## src/rtl/bbfifo_16x8_ctrl_if.sv

```systemverilog
// Handshake and memory-control bundle between a FIFO user and the
// 16x8 FIFO pointer/flag controller.
interface bbfifo_16x8_ctrl_if #(
  parameter int AW = 4
);
  logic          wr_en_i;
  logic          rd_en_i;
  logic          flush_i;
  logic          clr_err_i;
  logic          mem_wen_o;
  logic [AW-1:0] mem_waddr_o;
  logic [AW-1:0] mem_raddr_o;
  logic          wr_ack_o;
  logic          rd_ack_o;
  logic [AW:0]   count_o;
  logic          empty_o;
  logic          full_o;
  logic          half_full_o;
  logic          overflow_o;
  logic          underflow_o;

  // The FIFO user drives the requests and observes status.
  modport master (
    output wr_en_i, rd_en_i, flush_i, clr_err_i,
    input  mem_wen_o, mem_waddr_o, mem_raddr_o, wr_ack_o, rd_ack_o,
           count_o, empty_o, full_o, half_full_o, overflow_o, underflow_o
  );

  // The controller consumes the requests and produces status.
  modport slave (
    input  wr_en_i, rd_en_i, flush_i, clr_err_i,
    output mem_wen_o, mem_waddr_o, mem_raddr_o, wr_ack_o, rd_ack_o,
           count_o, empty_o, full_o, half_full_o, overflow_o, underflow_o
  );
endinterface

```

## src/rtl/bbfifo_16x8_ctrl.sv

```systemverilog
// Pointer and flag controller for a 16x8 show-ahead FIFO memory used for
// UART TX/RX buffering. Generates write enable and addresses for the
// memory, tracks occupancy and keeps sticky overflow/underflow flags.
module bbfifo_16x8_ctrl #(
  parameter int AW         = 4,
  parameter int HALF_LEVEL = 8
) (
  input logic                clk,
  input logic                rst_n,
  bbfifo_16x8_ctrl_if.slave  bus
);

  localparam logic [AW:0] DEPTH_CNT = (AW+1)'(1 << AW);
  localparam logic [AW:0] HALF_CNT  = (AW+1)'(HALF_LEVEL);

  logic [AW-1:0] wptr;
  logic [AW-1:0] rptr;
  logic [AW:0]   count;
  logic          overflow;
  logic          underflow;

  logic          full;
  logic          empty;
  logic          wr_ack;
  logic          rd_ack;
  logic          ovf_set;
  logic          udf_set;

  // Status decode from the registered count, then same-cycle acceptance;
  // flush suppresses every request and every error.
  always_comb begin
    full    = (count == DEPTH_CNT);
    empty   = (count == '0);
    wr_ack  = bus.wr_en_i & ~full  & ~bus.flush_i;
    rd_ack  = bus.rd_en_i & ~empty & ~bus.flush_i;
    ovf_set = bus.wr_en_i &  full  & ~bus.flush_i;
    udf_set = bus.rd_en_i &  empty & ~bus.flush_i;
  end

  // Pointer and occupancy registers; flush outranks push/pop.
  always_ff @(posedge clk) begin
    if (!rst_n) begin
      wptr  <= '0;
      rptr  <= '0;
      count <= '0;
    end else if (bus.flush_i) begin
      wptr  <= '0;
      rptr  <= '0;
      count <= '0;
    end else begin
      if (wr_ack) wptr <= wptr + 1'b1;
      if (rd_ack) rptr <= rptr + 1'b1;
      case ({wr_ack, rd_ack})
        2'b10:   count <= count + 1'b1;
        2'b01:   count <= count - 1'b1;
        default: count <= count;
      endcase
    end
  end

  // Sticky error flags; a new error in the clearing cycle keeps the flag set.
  always_ff @(posedge clk) begin
    if (!rst_n) begin
      overflow  <= 1'b0;
      underflow <= 1'b0;
    end else begin
      if (ovf_set)            overflow  <= 1'b1;
      else if (bus.clr_err_i) overflow  <= 1'b0;
      if (udf_set)            underflow <= 1'b1;
      else if (bus.clr_err_i) underflow <= 1'b0;
    end
  end

  assign bus.mem_wen_o   = wr_ack;
  assign bus.mem_waddr_o = wptr;
  assign bus.mem_raddr_o = rptr;
  assign bus.wr_ack_o    = wr_ack;
  assign bus.rd_ack_o    = rd_ack;
  assign bus.count_o     = count;
  assign bus.empty_o     = empty;
  assign bus.full_o      = full;
  assign bus.half_full_o = (count >= HALF_CNT);
  assign bus.overflow_o  = overflow;
  assign bus.underflow_o = underflow;

  // Occupancy must always equal the pointer distance; equal pointers mean
  // either empty or completely full.
  a_count_matches_ptrs: assert property (@(posedge clk) disable iff (!rst_n)
    (count == DEPTH_CNT) ? (wptr == rptr)
                         : ((count < DEPTH_CNT) && (count[AW-1:0] == AW'(wptr - rptr))));

endmodule
```

## src/flat_wrapper.sv

```systemverilog
// flat-port wrapper written by rule: the top's interface ports become plain ports
module bbfifo_16x8_ctrl_flat 
#(
  parameter int AW         = 4,
  parameter int HALF_LEVEL = 8
)
  (clk, rst_n, bus_wr_en_i, bus_rd_en_i, bus_flush_i, bus_clr_err_i, bus_mem_wen_o, bus_mem_waddr_o, bus_mem_raddr_o, bus_wr_ack_o, bus_rd_ack_o, bus_count_o, bus_empty_o, bus_full_o, bus_half_full_o, bus_overflow_o, bus_underflow_o);
  bbfifo_16x8_ctrl_if #(.AW(AW)) bus_i ();
  input logic clk;
  input logic rst_n;
  input wire logic [$bits(bus_i.wr_en_i)-1:0] bus_wr_en_i;
  input wire logic [$bits(bus_i.rd_en_i)-1:0] bus_rd_en_i;
  input wire logic [$bits(bus_i.flush_i)-1:0] bus_flush_i;
  input wire logic [$bits(bus_i.clr_err_i)-1:0] bus_clr_err_i;
  output wire logic [$bits(bus_i.mem_wen_o)-1:0] bus_mem_wen_o;
  output wire logic [$bits(bus_i.mem_waddr_o)-1:0] bus_mem_waddr_o;
  output wire logic [$bits(bus_i.mem_raddr_o)-1:0] bus_mem_raddr_o;
  output wire logic [$bits(bus_i.wr_ack_o)-1:0] bus_wr_ack_o;
  output wire logic [$bits(bus_i.rd_ack_o)-1:0] bus_rd_ack_o;
  output wire logic [$bits(bus_i.count_o)-1:0] bus_count_o;
  output wire logic [$bits(bus_i.empty_o)-1:0] bus_empty_o;
  output wire logic [$bits(bus_i.full_o)-1:0] bus_full_o;
  output wire logic [$bits(bus_i.half_full_o)-1:0] bus_half_full_o;
  output wire logic [$bits(bus_i.overflow_o)-1:0] bus_overflow_o;
  output wire logic [$bits(bus_i.underflow_o)-1:0] bus_underflow_o;
  assign bus_i.wr_en_i = bus_wr_en_i;
  assign bus_i.rd_en_i = bus_rd_en_i;
  assign bus_i.flush_i = bus_flush_i;
  assign bus_i.clr_err_i = bus_clr_err_i;
  assign bus_mem_wen_o = bus_i.mem_wen_o;
  assign bus_mem_waddr_o = bus_i.mem_waddr_o;
  assign bus_mem_raddr_o = bus_i.mem_raddr_o;
  assign bus_wr_ack_o = bus_i.wr_ack_o;
  assign bus_rd_ack_o = bus_i.rd_ack_o;
  assign bus_count_o = bus_i.count_o;
  assign bus_empty_o = bus_i.empty_o;
  assign bus_full_o = bus_i.full_o;
  assign bus_half_full_o = bus_i.half_full_o;
  assign bus_overflow_o = bus_i.overflow_o;
  assign bus_underflow_o = bus_i.underflow_o;
  bbfifo_16x8_ctrl #(.AW(AW), .HALF_LEVEL(HALF_LEVEL)) u_core (.clk(clk), .rst_n(rst_n), .bus(bus_i));
endmodule
```

## config.mk

```make
export PLATFORM = sky130hd
export DESIGN_NAME = bbfifo_16x8_ctrl_flat
export DESIGN_NICKNAME = d
export VERILOG_FILES = /design/src/rtl/bbfifo_16x8_ctrl_if.sv /design/src/rtl/bbfifo_16x8_ctrl.sv /design/src/flat_wrapper.sv
export SDC_FILE = /design/constraint.sdc
export NUM_CORES = 1
export LEC_CHECK = 0
export CAP_MARGIN = 0
export CELL_PAD_IN_SITES_DETAIL_PLACEMENT = 1
export CELL_PAD_IN_SITES_GLOBAL_PLACEMENT = 2
export CORE_UTILIZATION = 23
export DETAILED_ROUTE_END_ITERATION = 10
export GPL_TIMING_DRIVEN = 0
export PLACE_DENSITY = 0.79
export SKIP_CTS_REPAIR_TIMING = 1
export SLEW_MARGIN = 20
export SYNTH_ARGS = -nofsm -noshare
export SYNTH_HDL_FRONTEND = slang
export SYNTH_SLANG_ARGS = --single-unit
```

## constraint.sdc

```tcl
create_clock -name clk -period 2.59 [get_ports clk]
set_clock_uncertainty 0.15 [all_clocks]
set_input_delay 0.518 -clock clk [delete_from_list [all_inputs] [get_ports clk]]
set_output_delay 0.518 -clock clk [all_outputs]
set_load 0.005 [all_outputs]
```

Yosys cells after proc, flatten, opt, wreduce, memory -nomap -nowiden
Index checks and enable logic that the tools add are counted.

operators by class
  magnitude comparators = 1
  reductions and logical operators = 5
  eq/ne operators = 3
  mux-type cells = 4
  add/subtract/negate cells = 4
  bitwise logic cells = 12

operators by type and width
  operator               count
  $pmux W5 S2            1
  $add A4 B1 Y4 const B  2
  $and A1 B1 Y1          8
  $reduce_bool A2 Y1     3
  $add A5 B1 Y5 const B  1
  $eq A5 B5 Y1 const B   1
  $ge A5 B4 Y1 const B   1
  $logic_not A5 Y1       1
  $sub A5 B1 Y5 const B  1
  $not A1 Y1             4
  $mux W1                3
  $eq A2 B1 Y1 const B   1
  $eq A2 B2 Y1 const B   1
  $reduce_or A2 Y1       1

word-level totals
  bits in registers = 15
  word-level logic and storage cells = 34
  output and inout bits = 21
  bits of input ports = 6

Longest topological paths before layout
Gate-level depths: netlist of run 1.

  depth in word-level cells = 6
  depth in mapped cells = 11
  depth with buffers taken out = 10

Least setup slack after synthesis of run 1
Ideal clock, no wire load.

  kind = reg2reg
  start point = register u_core.count[0], in the netlist u_core.bus.count_o[0]
  end point = register u_core.count[4], in the netlist u_core.bus.count_o[4]
  buffers on the path = 1
  cell stages (with the launch flop) = 12
  arrival = 2.424 ns
  clock period less this slack = 2.645 ns
  path slack = -0.055 ns
  data required time = 2.368 ns
  path through = dfxtp_1 or3_1 buf_6 o21ai_4 or2_2 ha_1 inv_1 fa_1 nor2b_1 o22ai_1 mux2i_1 mux2i_1

between the ends
  word-level cells in the longest chain between the ends = 6
  elaborated cells on any way between the ends = 14
  those cells by class = add/sub (2); eq/ne (3); mux (1); bitwise (6); reduce/logical (2)

RTL lines
  item                                                   RTL line                                        text
  from (decl)                                            bbfifo_16x8_ctrl.sv:18                          logic [AW:0] count;
  from (signal assigned)                                 bbfifo_16x8_ctrl.sv:54                          2'b10: count <= count + 1'b1;
  from (signal assigned)                                 bbfifo_16x8_ctrl.sv:55                          2'b01: count <= count - 1'b1;
  from (signal assigned)                                 bbfifo_16x8_ctrl.sv:56                          default: count <= count;
  $eq A5 B5 Y1 or $logic_not A5 Y1 (tied branches)       bbfifo_16x8_ctrl.sv:32, bbfifo_16x8_ctrl.sv:33
  $not A1 Y1, on equally long branches                   bbfifo_16x8_ctrl.sv:34, bbfifo_16x8_ctrl.sv:35
  $and A1 B1 Y1, on equally long branches (2 in series)  bbfifo_16x8_ctrl.sv:34, bbfifo_16x8_ctrl.sv:35
  $eq A2 B1 Y1 or $eq A2 B2 Y1 (tied branches)           bbfifo_16x8_ctrl.sv:53                          case ({wr_ack, rd_ack})
  $pmux W5 S2 or $reduce_bool A2 Y1 (tied branches)      -

Several ways; a longest one is shown, not always the timed one.
A chain may end at the register's enable or synchronous reset.

Worst setup path after layout of run 1
  start point = register u_core.count[1], in the netlist u_core.bus.count_o[1]
  end point = register u_core.count[4], in the netlist u_core.bus.count_o[4]

Same word-level chain as after synthesis.

==> results.sh, run 1 <==
export IMPL_crit_chain="or3_4 > buf_6 > o21ai_4 > or2_4 > ha_4 > inv_1 > fa_2 > nor2b_4 > o22ai_1 > mux2i_1 > mux2i_1"
export IMPL_comb_power_share=0.151
export IMPL_ir_drop_mv=0.2359
export IMPL_die_area_um2=3907
export IMPL_crit_arrival_ns=2.70
export IMPL_r2r_end="u_core.bus.count_o[4]"
export IMPL_swShare=0.2562
export IMPL_synth_top_cells_by_area="dfxtp_1 36%, ha_1 8.9%, nor2_1 6.7%"
export IMPL_rr_worst_depth=11
export IMPL_clkPwrFrac=0.311
export IMPL_grtUsageMet2=0.1889
export IMPL_initialDrtViolationCount=14
export IMPL_viasPerCell=4.316
export IMPL_setup_violations=1
export IMPL_totalWireLength_um=2093
export IMPL_antennaDiodeCount=0
export IMPL_synth_flop_cell="dfxtp_1"
export IMPL_ys_warn_count=0
export IMPL_p_seq_frac=0.537
export IMPL_worst_endpoint_required_ns=2.66
export IMPL_cp_num_buf_inv=2
export IMPL_critPathMaxStageDelay_ns=0.39
export IMPL_io_buffers=26
export IMPL_multiInputGateArea_um2=538.0
export IMPL_drive_above_1_share=0.1953
export IMPL_coreArea_um2=3416
export IMPL_path_class="flop to flop"
export IMPL_synth_edf_count=0
export IMPL_htreeDepth=1
export IMPL_grt_pass1_vias=793
export IMPL_finalHoldViolations=0
export IMPL_whs_path_depth=2
export IMPL_drv_cap=0
export IMPL_yosys_area_top_type="dfxtp_1"
export IMPL_maxSlewViolCount=0
export IMPL_boundaryPins=27
export IMPL_gp_congestion=0.7480
export IMPL_start_util=0.2465
export IMPL_status="finished with violations"
export IMPL_grt_busiest_layer="met2"
export IMPL_async_flop_share=0
export IMPL_grt_overflow=0
export IMPL_seq_area_frac_synth=0.3566
export IMPL_ys_types=27
export IMPL_drtAntennaViolNets=0
export IMPL_min_to="u_core.bus.underflow_o"
export IMPL_max_freq_mhz=380.7
export IMPL_rows=21
export IMPL_netlist_instances=93
export IMPL_path_max_fanout=6
export IMPL_synth_common_cells="15 x dfxtp_1, 15 x nor2_1, 6 x ha_1, 5 x nand2b_1, 5 x xor2_1"
export IMPL_critPathMostFrequentCell="mux2i_1"
export IMPL_tightest_slew_ns=0.5131
export IMPL_avgSynthCellArea_um2=9.054
export IMPL_cp_end_kind="flop"
export IMPL_p_int_uw=327.0
export IMPL_drt_wirelength_per_cell_um=12.03
export IMPL_clock_sinks=15
export IMPL_fin_crit_ns=2.626
export IMPL_placedCellCount=165
export IMPL_cts_root_buf="clkbuf_4"
export IMPL_area_delta_synth_final_pct=51.71
export IMPL_cpMaxStageDelayCell="or3_4"
export IMPL_violations="negative setup slack"
export IMPL_rsz0062_at_grt="yes"
export IMPL_power_density_nw_per_um2=344.2
export IMPL_clkLatencyLatePin_ns=0.28
export IMPL_cts_buffer_depth=2
export IMPL_path_delay_family="simple AND/OR/NAND/NOR gates"
export IMPL_cts_made_buffers=3
export IMPL_synth_seq_cells=15
export IMPL_die_w_um=62.51
export IMPL_gr_usage_all_layers=0.1165
export IMPL_first_pass_iters=4
export IMPL_p_switching_uw=112.7
export IMPL_crit_path_start_kind="flop"
export IMPL_syn_cell_area_um2=842.1
export IMPL_stdcell_count=174
export IMPL_met3_usage=0.03650
export IMPL_synth_top_cell_area_share=0.3566
export IMPL_timing_rr_start="u_core.bus.count_o[1]"
export IMPL_num_vias=751
export IMPL_cts_tree="built"
export IMPL_regArea_um2=305.3
export IMPL_maxSlewHeadroom=0.6579
export IMPL_layout_nets=142
export IMPL_r2r_setup_slack_ns=-0.04
export IMPL_grt_use_met1=0.1500
export IMPL_drcViolationCount=0
export IMPL_clkSlewWorstSetupHoldPaths_ns=0.10
export IMPL_antenna_found_initial=0
export IMPL_hpwl_um=1632
export IMPL_min_path_type="flop to flop"
export IMPL_power_leakage_nw=0.5658
export IMPL_die_y_um=62.51
export IMPL_min_period_over_period=1.014
export IMPL_syn_nets=106
export IMPL_grt_start_max_net_pins=11
export IMPL_worst_slack_ns=-0.03647
export IMPL_grt_pass1_wl_um=3643
export IMPL_p_total_uw=439.7
export IMPL_min_from="u_core.bus.underflow_o"
export IMPL_fillers=416
[layout by cell type (no fill, tap or decap), drive strengths merged]
master	Yosys	routed
mux2i	4	4
o211ai	4	4
a21o	1	1
or3	1	1
a21boi	2	2
nor2	15	15
clkinv	0	1
nor2b	3	3
clkbuf	2	5
dfxtp	15	15
nand2b	5	5
buf	2	7
fa	1	1
nand3	4	4
nand3b	2	2
a21oi	3	3
xor2	5	5
dlymetal6s2s	0	4
ha	6	6
nand4b	1	1
o22ai	1	1
clkdlybuf4s50	0	22
o21ai	2	2
inv	4	4
or4	3	3
or2	3	3
nor3	1	1
nand2	3	3
[final cells by class]
cell class,instances,share of cell area
Sequential cell,15,0.2390
Clock buffer,3,0.01763
Multi-Input combinational cell,70,0.4212
Clock inverter,1,0.003918
Inverter,4,0.01175
Buffer,4,0.02057
Timing Repair Buffer,31,0.2409
Tap cell,46,0.04505
[worst max path at each step]
stage	startpoint	endpoint	slack [ns]	cells past startpoint
after floorplan	u_core.bus.count_o[0]	u_core.bus.count_o[4]	0.04	11
after global placement	bus_wr_en_i	u_core.bus.count_o[4]	-0.40	9
after detailed placement	bus_rd_en_i	u_core.bus.count_o[4]	-0.49	10
after CTS	u_core.bus.count_o[0]	bus_wr_ack_o	-0.30	7
after global routing	u_core.bus.count_o[1]	u_core.bus.count_o[4]	-0.14	11
final	u_core.bus.count_o[1]	u_core.bus.count_o[4]	-0.04	11
[power groups by stage]
stage                     sequential, mW  clock [mW]  combinational (mW)
after floorplan                    0.242           0              0.0301
after global placement             0.242           0              0.0588
after detailed placement           0.242           0              0.0600
after CTS                          0.237       0.145              0.0605
after global routing               0.237       0.157              0.0737
final                              0.236       0.137              0.0666
[per-stage QoR]
step                instance area (um2)  hold WS (ns)  TNS [ns]  setup slack (ns)  utilization
CTS                                1200        0.3372   -0.9290           -0.3037       0.3513
global placement                   1172        0.3065    -1.404           -0.3970       0.3432
finish                             1277        0.3305  -0.03647          -0.03647       0.3740
detailed placement                 1172        0.3202    -1.730           -0.4885       0.3432
floorplan                         854.6        0.3103         0           0.03679            -
global route                       1277        0.3599   -0.1699           -0.1420       0.3740
[kinds of logic after synthesis]
group	Yosys count	share of synthesized area
multiplexers	4	0.04755
XOR/XNOR	5	0.05200
buffers and inverters	8	0.04903
adder cells (fa/ha/maj)	7	0.1129
AO/OA/AOI/OAI	13	0.1278
flip-flops	15	0.3566
AND/OR/NAND/NOR	41	0.2541
[flip-flops by register name, indices dropped and copies added, names as in the netlist]
register,cells
u_core.bus.underflow_o,1
u_core.bus.overflow_o,1
u_core.bus.mem_raddr_o,4
u_core.bus.mem_waddr_o,4
u_core.bus.count_o,5
[worst reg2reg max path, stage by stage, from the launching register on]
cell and delay [ns]:
dfxtp_2 0.35, or3_4 0.39, buf_6 0.15, o21ai_4 0.16
or2_4 0.16, ha_4 0.16, inv_1 0.07, fa_2 0.36
nor2b_4 0.14, o22ai_1 0.10, mux2i_1 0.20, mux2i_1 0.19
[layer usage]
metal | vias to the layer above | routed length, um
li1 | 391 | -
met1 | 343 | 988
met2 | 17 | 1010
met3 | 0 | 94
met4 | 0 | 0
met5 | - | 0
Power figures use the tool's default switching activity.
==> inputs of run 2 (changes only) <==
- CORE_MARGIN: unset -> 1.5
==> run 2 against run 1 <==
The flow still finishes with violations (negative setup slack). Final area increased by 3.0%. Core utilization increased by 1.1 points. Setup slack got worse by 0.014 ns. Flip-flop and latch count unchanged. Critical path depth unchanged.
==> results.sh, run 2 (synthesis results as in run 1) <==
export IMPL_gr_usage_all_layers=0.1217
export IMPL_clkLatencyLatePin_ns=0.29
export IMPL_finalHoldViolations=0
export IMPL_utilization=0.3853
export IMPL_fillers=401
export IMPL_antenna_found_initial=0
export IMPL_fin_crit_ns=2.640
export IMPL_cts_made_buffers=3
export IMPL_worst_slack_ns=-0.05023
export IMPL_path_max_fanout=6
export IMPL_area_delta_synth_final_pct=56.31
export IMPL_placedCellCount=165
export IMPL_max_freq_mhz=378.8
export IMPL_clock_sinks=15
export IMPL_min_path_type="flop to flop"
export IMPL_cts_buffer_depth=2
export IMPL_die_w_um=63.51
export IMPL_power_density_nw_per_um2=340.8
export IMPL_rows=21
export IMPL_layout_commonest_cell="clkdlybuf4s50_1"
export IMPL_setup_violations=1
export IMPL_tightest_slew_ns=0.5390
export IMPL_maxSlewHeadroom=0.6407
export IMPL_ir_drop_mv=0.1468
export IMPL_fin_setup_tns_ns=-0.05023
export IMPL_drcViolationCount=0
export IMPL_path_class="flop to flop"
export IMPL_coreArea_um2=3416
export IMPL_die_y_um=63.51
export IMPL_io_buffers=26
export IMPL_cts_root_buf="clkbuf_4"
export IMPL_violations="negative setup slack"
export IMPL_totalWireLength_um=2398
export IMPL_boundaryPins=27
export IMPL_crit_path_start_kind="flop"
export IMPL_first_pass_iters=4
export IMPL_multiInputGateArea_um2=536.8
export IMPL_grt_pass1_wl_um=3795
export IMPL_maxSlewViolCount=0
export IMPL_whs_ns=0.3293
export IMPL_gp_congestion=0.7654
export IMPL_hpwl_um=1633
export IMPL_final_cell_mix="22 x clkdlybuf4s50_1, 13 x nor2_1, 12 x dfxtp_1"
export IMPL_drv_cap=0
export IMPL_grt_pass1_vias=810
export IMPL_drtAntennaViolNets=0
export IMPL_grt_overflow=0
export IMPL_drive_above_1_share=0.2632
export IMPL_status="finished with violations"
export IMPL_num_vias=811
export IMPL_grt_start_max_net_pins=11
export IMPL_min_period_over_period=1.019
export IMPL_cts_tree="built"
export IMPL_clkSlewWorstSetupHoldPaths_ns=0.10
export IMPL_cp_end_kind="flop"
export IMPL_largest_reg_flops=5
export IMPL_viasPerCell=4.531
export IMPL_start_util=0.2465
export IMPL_antennaDiodeCount=0
export IMPL_crit_arrival_ns=2.71
export IMPL_initialDrtViolationCount=15
export IMPL_power_leakage_nw=0.6018
export IMPL_stdcell_count=179
export IMPL_regArea_um2=306.5
export IMPL_die_area_um2=4033
export IMPL_drt_wirelength_per_cell_um=13.40
export IMPL_htreeDepth=1
export IMPL_worst_endpoint_required_ns=2.66
export IMPL_rsz0062_at_grt="yes"
export IMPL_layout_nets=147
export IMPL_dp_slack_ns=-0.4403
==> run 2: through the flow <==
step,cell area (um2),power [mW]
floorplan,854.6,0.2723
global placement,1172,0.3013
detailed placement,1172,0.3028
CTS,1200,0.4481
global route,1316,0.4794
finish,1316,0.4486
==> run 2: power breakdown <==
group          leakage, nW  total, mW  switching, mW  internal (mW)
sequential           0.123      0.236        0.00305          0.233
combinational        0.461     0.0703         0.0317         0.0386
clock               0.0177      0.142         0.0845         0.0575
total                0.602      0.449          0.119          0.329
==> run 2: path summary, 6_finish.rpt <==
path / start / endpoint / slack (ns) / depth (start not counted)
max: u_core.bus.count_o[2] / u_core.bus.count_o[4] / -0.05 / 11
min: u_core.bus.overflow_o / u_core.bus.overflow_o / 0.33 / 2
max reg2reg: u_core.bus.count_o[2] / u_core.bus.count_o[4] / -0.05 / 11
min reg2reg: u_core.bus.overflow_o / u_core.bus.overflow_o / 0.33 / 2
==> run 2: metal layers <==
metal,GRT usage,routed length (um),part of all wire,vias to the layer above
met2,0.1974,1219,0.51,18
met1,0.1469,1031,0.43,390
met3,0.04107,110,0.046,5
met4,0.04891,36,0.015,0
li1,-,-,-,398
met5,0,0,0,-
==> run 2: cell type report <==
| type | count | share of cell area |
|---|---|---|
| timing repair buffer | 36 | 0.2614 |
| inverter | 4 | 0.01331 |
| sequential | 15 | 0.2329 |
| multi-input combinational | 70 | 0.4078 |
| buffer | 4 | 0.01996 |
| tap | 46 | 0.04373 |
| clock inverter | 1 | 0.003802 |
| clock buffer | 3 | 0.01711 |
==> run 2: worst max-delay path: stages (launching register included) <==
cell     delay [ns]
dfxtp_2        0.35
or3_4          0.39
buf_6          0.15
o21ai_4        0.15
or2_4          0.15
ha_4           0.16
inv_4          0.04
fa_2           0.37
nor2b_2        0.15
o22ai_2        0.10
mux2i_1        0.20
mux2i_1        0.19
==> inputs of run 3 (changes only) <==
- CAP_MARGIN: 0 -> 10
- TNS_END_PERCENT: unset -> 10
==> run 3 against run 2 <==
The run still ends with negative setup slack left. Die area stayed put. Wire length is 8.7% lower. First-iteration DRC count is 80% lower. Fmax is 1.0% higher. Non-clock buffer count is 7 lower. Sequential share of layout area is 0.65 points higher. Via count is 4.6% lower. Final area is 3.5% lower.
==> results.sh, run 3 (synthesis results as in run 1) <==
export IMPL_status="finished with violations"
export IMPL_violations="negative setup slack"
export IMPL_p_seq_frac=0.532
export IMPL_path_class="flop to flop"
export IMPL_critPathLaunch="u_core.bus.count_o[0]"
export IMPL_finalHoldViolations=0
export IMPL_drcViolationCount=0
export IMPL_first_pass_iters=4
export IMPL_min_path_type="flop to flop"
export IMPL_rsz0062_at_grt="yes"
export IMPL_antennaDiodeCount=0
export IMPL_grt_pass1_wl_um=3795
export IMPL_ir_drop_mv=0.1500
export IMPL_crit_arrival_ns=2.69
export IMPL_maxSlewHeadroom=0.6424
export IMPL_final_cell_mix="22 x clkdlybuf4s50_1, 14 x dfxtp_1, 13 x nor2_1"
export IMPL_r2r_setup_slack_ns=-0.02
export IMPL_drt_wirelength_per_cell_um=12.73
export IMPL_cts_root_buf="clkbuf_4"
export IMPL_boundaryPins=27
export IMPL_power_density_nw_per_um2=349.6
export IMPL_critPathMaxStageDelay_ns=0.38
export IMPL_p_int_uw=325.9
export IMPL_rr_worst_depth=11
export IMPL_drv_cap=0
export IMPL_drive_above_1_share=0.1825
export IMPL_clkLatencyLatePin_ns=0.29
export IMPL_antenna_found_initial=0
export IMPL_regArea_um2=304.0
export IMPL_critPathCapture="u_core.bus.count_o[4]"
export IMPL_comb_power_share=0.147
export IMPL_power_leakage_nw=0.5812
export IMPL_grt_pass1_vias=810
export IMPL_layout_commonest_cell="clkdlybuf4s50_1"
export IMPL_worst_slack_ns=-0.02417
export IMPL_crit_path_start_kind="flop"
export IMPL_clkSlewWorstSetupHoldPaths_ns=0.10
export IMPL_cts_made_buffers=3
export IMPL_dp_slack_ns=-0.4403
export IMPL_maxSlewViolCount=0
export IMPL_min_period_over_period=1.009
export IMPL_multiInputGateArea_um2=546.8
export IMPL_area_delta_synth_final_pct=50.82
export IMPL_drtAntennaViolNets=0
export IMPL_largest_reg_flops=5
export IMPL_grt_overflow=0
export IMPL_tightest_slew_ns=0.5363
export IMPL_clock_sinks=15
export IMPL_gp_congestion=0.7654
export IMPL_start_util=0.2465
export IMPL_num_vias=774
export IMPL_gr_usage_all_layers=0.1217
export IMPL_die_y_um=63.51
export IMPL_timing_rr_start="u_core.bus.count_o[0]"
export IMPL_swShare=0.2660
export IMPL_clkPwrFrac=0.320
export IMPL_r2r_end="u_core.bus.count_o[4]"
export IMPL_crit_chain="or3_4 > buf_6 > o21ai_4 > or2_4 > ha_4 > inv_1 > fa_2 > nor2b_4 > o22ai_2 > mux2i_1 > mux2i_1"
export IMPL_setup_violations=1
export IMPL_htreeDepth=1
export IMPL_cp_num_cells=11
export IMPL_grt_start_max_net_pins=11
export IMPL_rows=21
export IMPL_coreArea_um2=3416
export IMPL_path_delay_family="simple AND/OR/NAND/NOR gates"
export IMPL_cpMaxStageDelayCell="or3_4"
export IMPL_fin_crit_ns=2.614
export IMPL_io_buffers=26
export IMPL_die_w_um=63.51
export IMPL_initialDrtViolationCount=3
export IMPL_critPathMostFrequentCell="mux2i_1"
export IMPL_layout_nets=140
export IMPL_p_switching_uw=118.1
export IMPL_hpwl_um=1633
export IMPL_fin_setup_tns_ns=-0.02417
export IMPL_totalWireLength_um=2189
export IMPL_fillers=398
export IMPL_cp_end_kind="flop"
export IMPL_p_total_uw=444.0
export IMPL_cts_buffer_depth=2
export IMPL_cp_num_buf_inv=2
export IMPL_viasPerCell=4.500
export IMPL_max_freq_mhz=382.5
export IMPL_cts_tree="built"
export IMPL_path_max_fanout=6
export IMPL_die_area_um2=4033
export IMPL_worst_endpoint_required_ns=2.67
==> run 3: cell types whose count changed in the layout (fill, tap and decap cells not counted), sizes merged <==
cell / delta
dlymetal6s2s: +1
buf: -8
==> run 3: metrics by stage <==
step	cell area [um2]	utilization	instances	hold slack, ns
floorplan	854.6	-	93	0.3103
global placement	1172	0.3432	165	0.3060
detailed placement	1172	0.3432	165	0.3191
CTS	1200	0.3513	169	0.3344
global route	1270	0.3718	172	0.3703
finish	1270	0.3718	172	0.3292
==> run 3: per-layer routing <==
metal	track usage	routed length, um
met1	0.1469	992
met4	0.04891	36
met2	0.1974	1061
met3	0.04107	98
met5	0	0
==> run 3: worst register-to-register path: stages (launching register included) <==
cell and delay, ns:
dfxtp_4 0.36, or3_4 0.38, buf_6 0.15, o21ai_4 0.15, or2_4 0.16, ha_4 0.16, inv_1 0.07, fa_2 0.37
nor2b_4 0.14, o22ai_2 0.09, mux2i_1 0.20, mux2i_1 0.19
==> run 3: layout make-up <==
type	count	share of cell area
timing repair buffer	29	0.2305
buffer	4	0.02069
inverter	4	0.01182
tap	46	0.04532
multi-input combinational	70	0.4305
sequential	15	0.2394
clock buffer	3	0.01773
clock inverter	1	0.003941
==> run 3: power groups by stage <==
stage	combinational (mW)	clock (mW)	sequential (mW)
floorplan	0.0301	0	0.242
global placement	0.0591	0	0.242
detailed placement	0.0604	0	0.242
CTS	0.0607	0.150	0.237
global route	0.0730	0.165	0.237
finish	0.0655	0.142	0.236
==> run 3: worst min-delay path by stage <==
stage	from	endpoint	cells after the start
3_3_place_gp	u_core.bus.overflow_o	u_core.bus.overflow_o	2
2_1_floorplan	u_core.bus.overflow_o	u_core.bus.overflow_o	2
6_report	u_core.bus.overflow_o	u_core.bus.overflow_o	2
3_5_place_dp	u_core.bus.overflow_o	u_core.bus.overflow_o	2
5_1_grt	u_core.bus.overflow_o	u_core.bus.overflow_o	2
4_1_cts	u_core.bus.overflow_o	u_core.bus.overflow_o	2
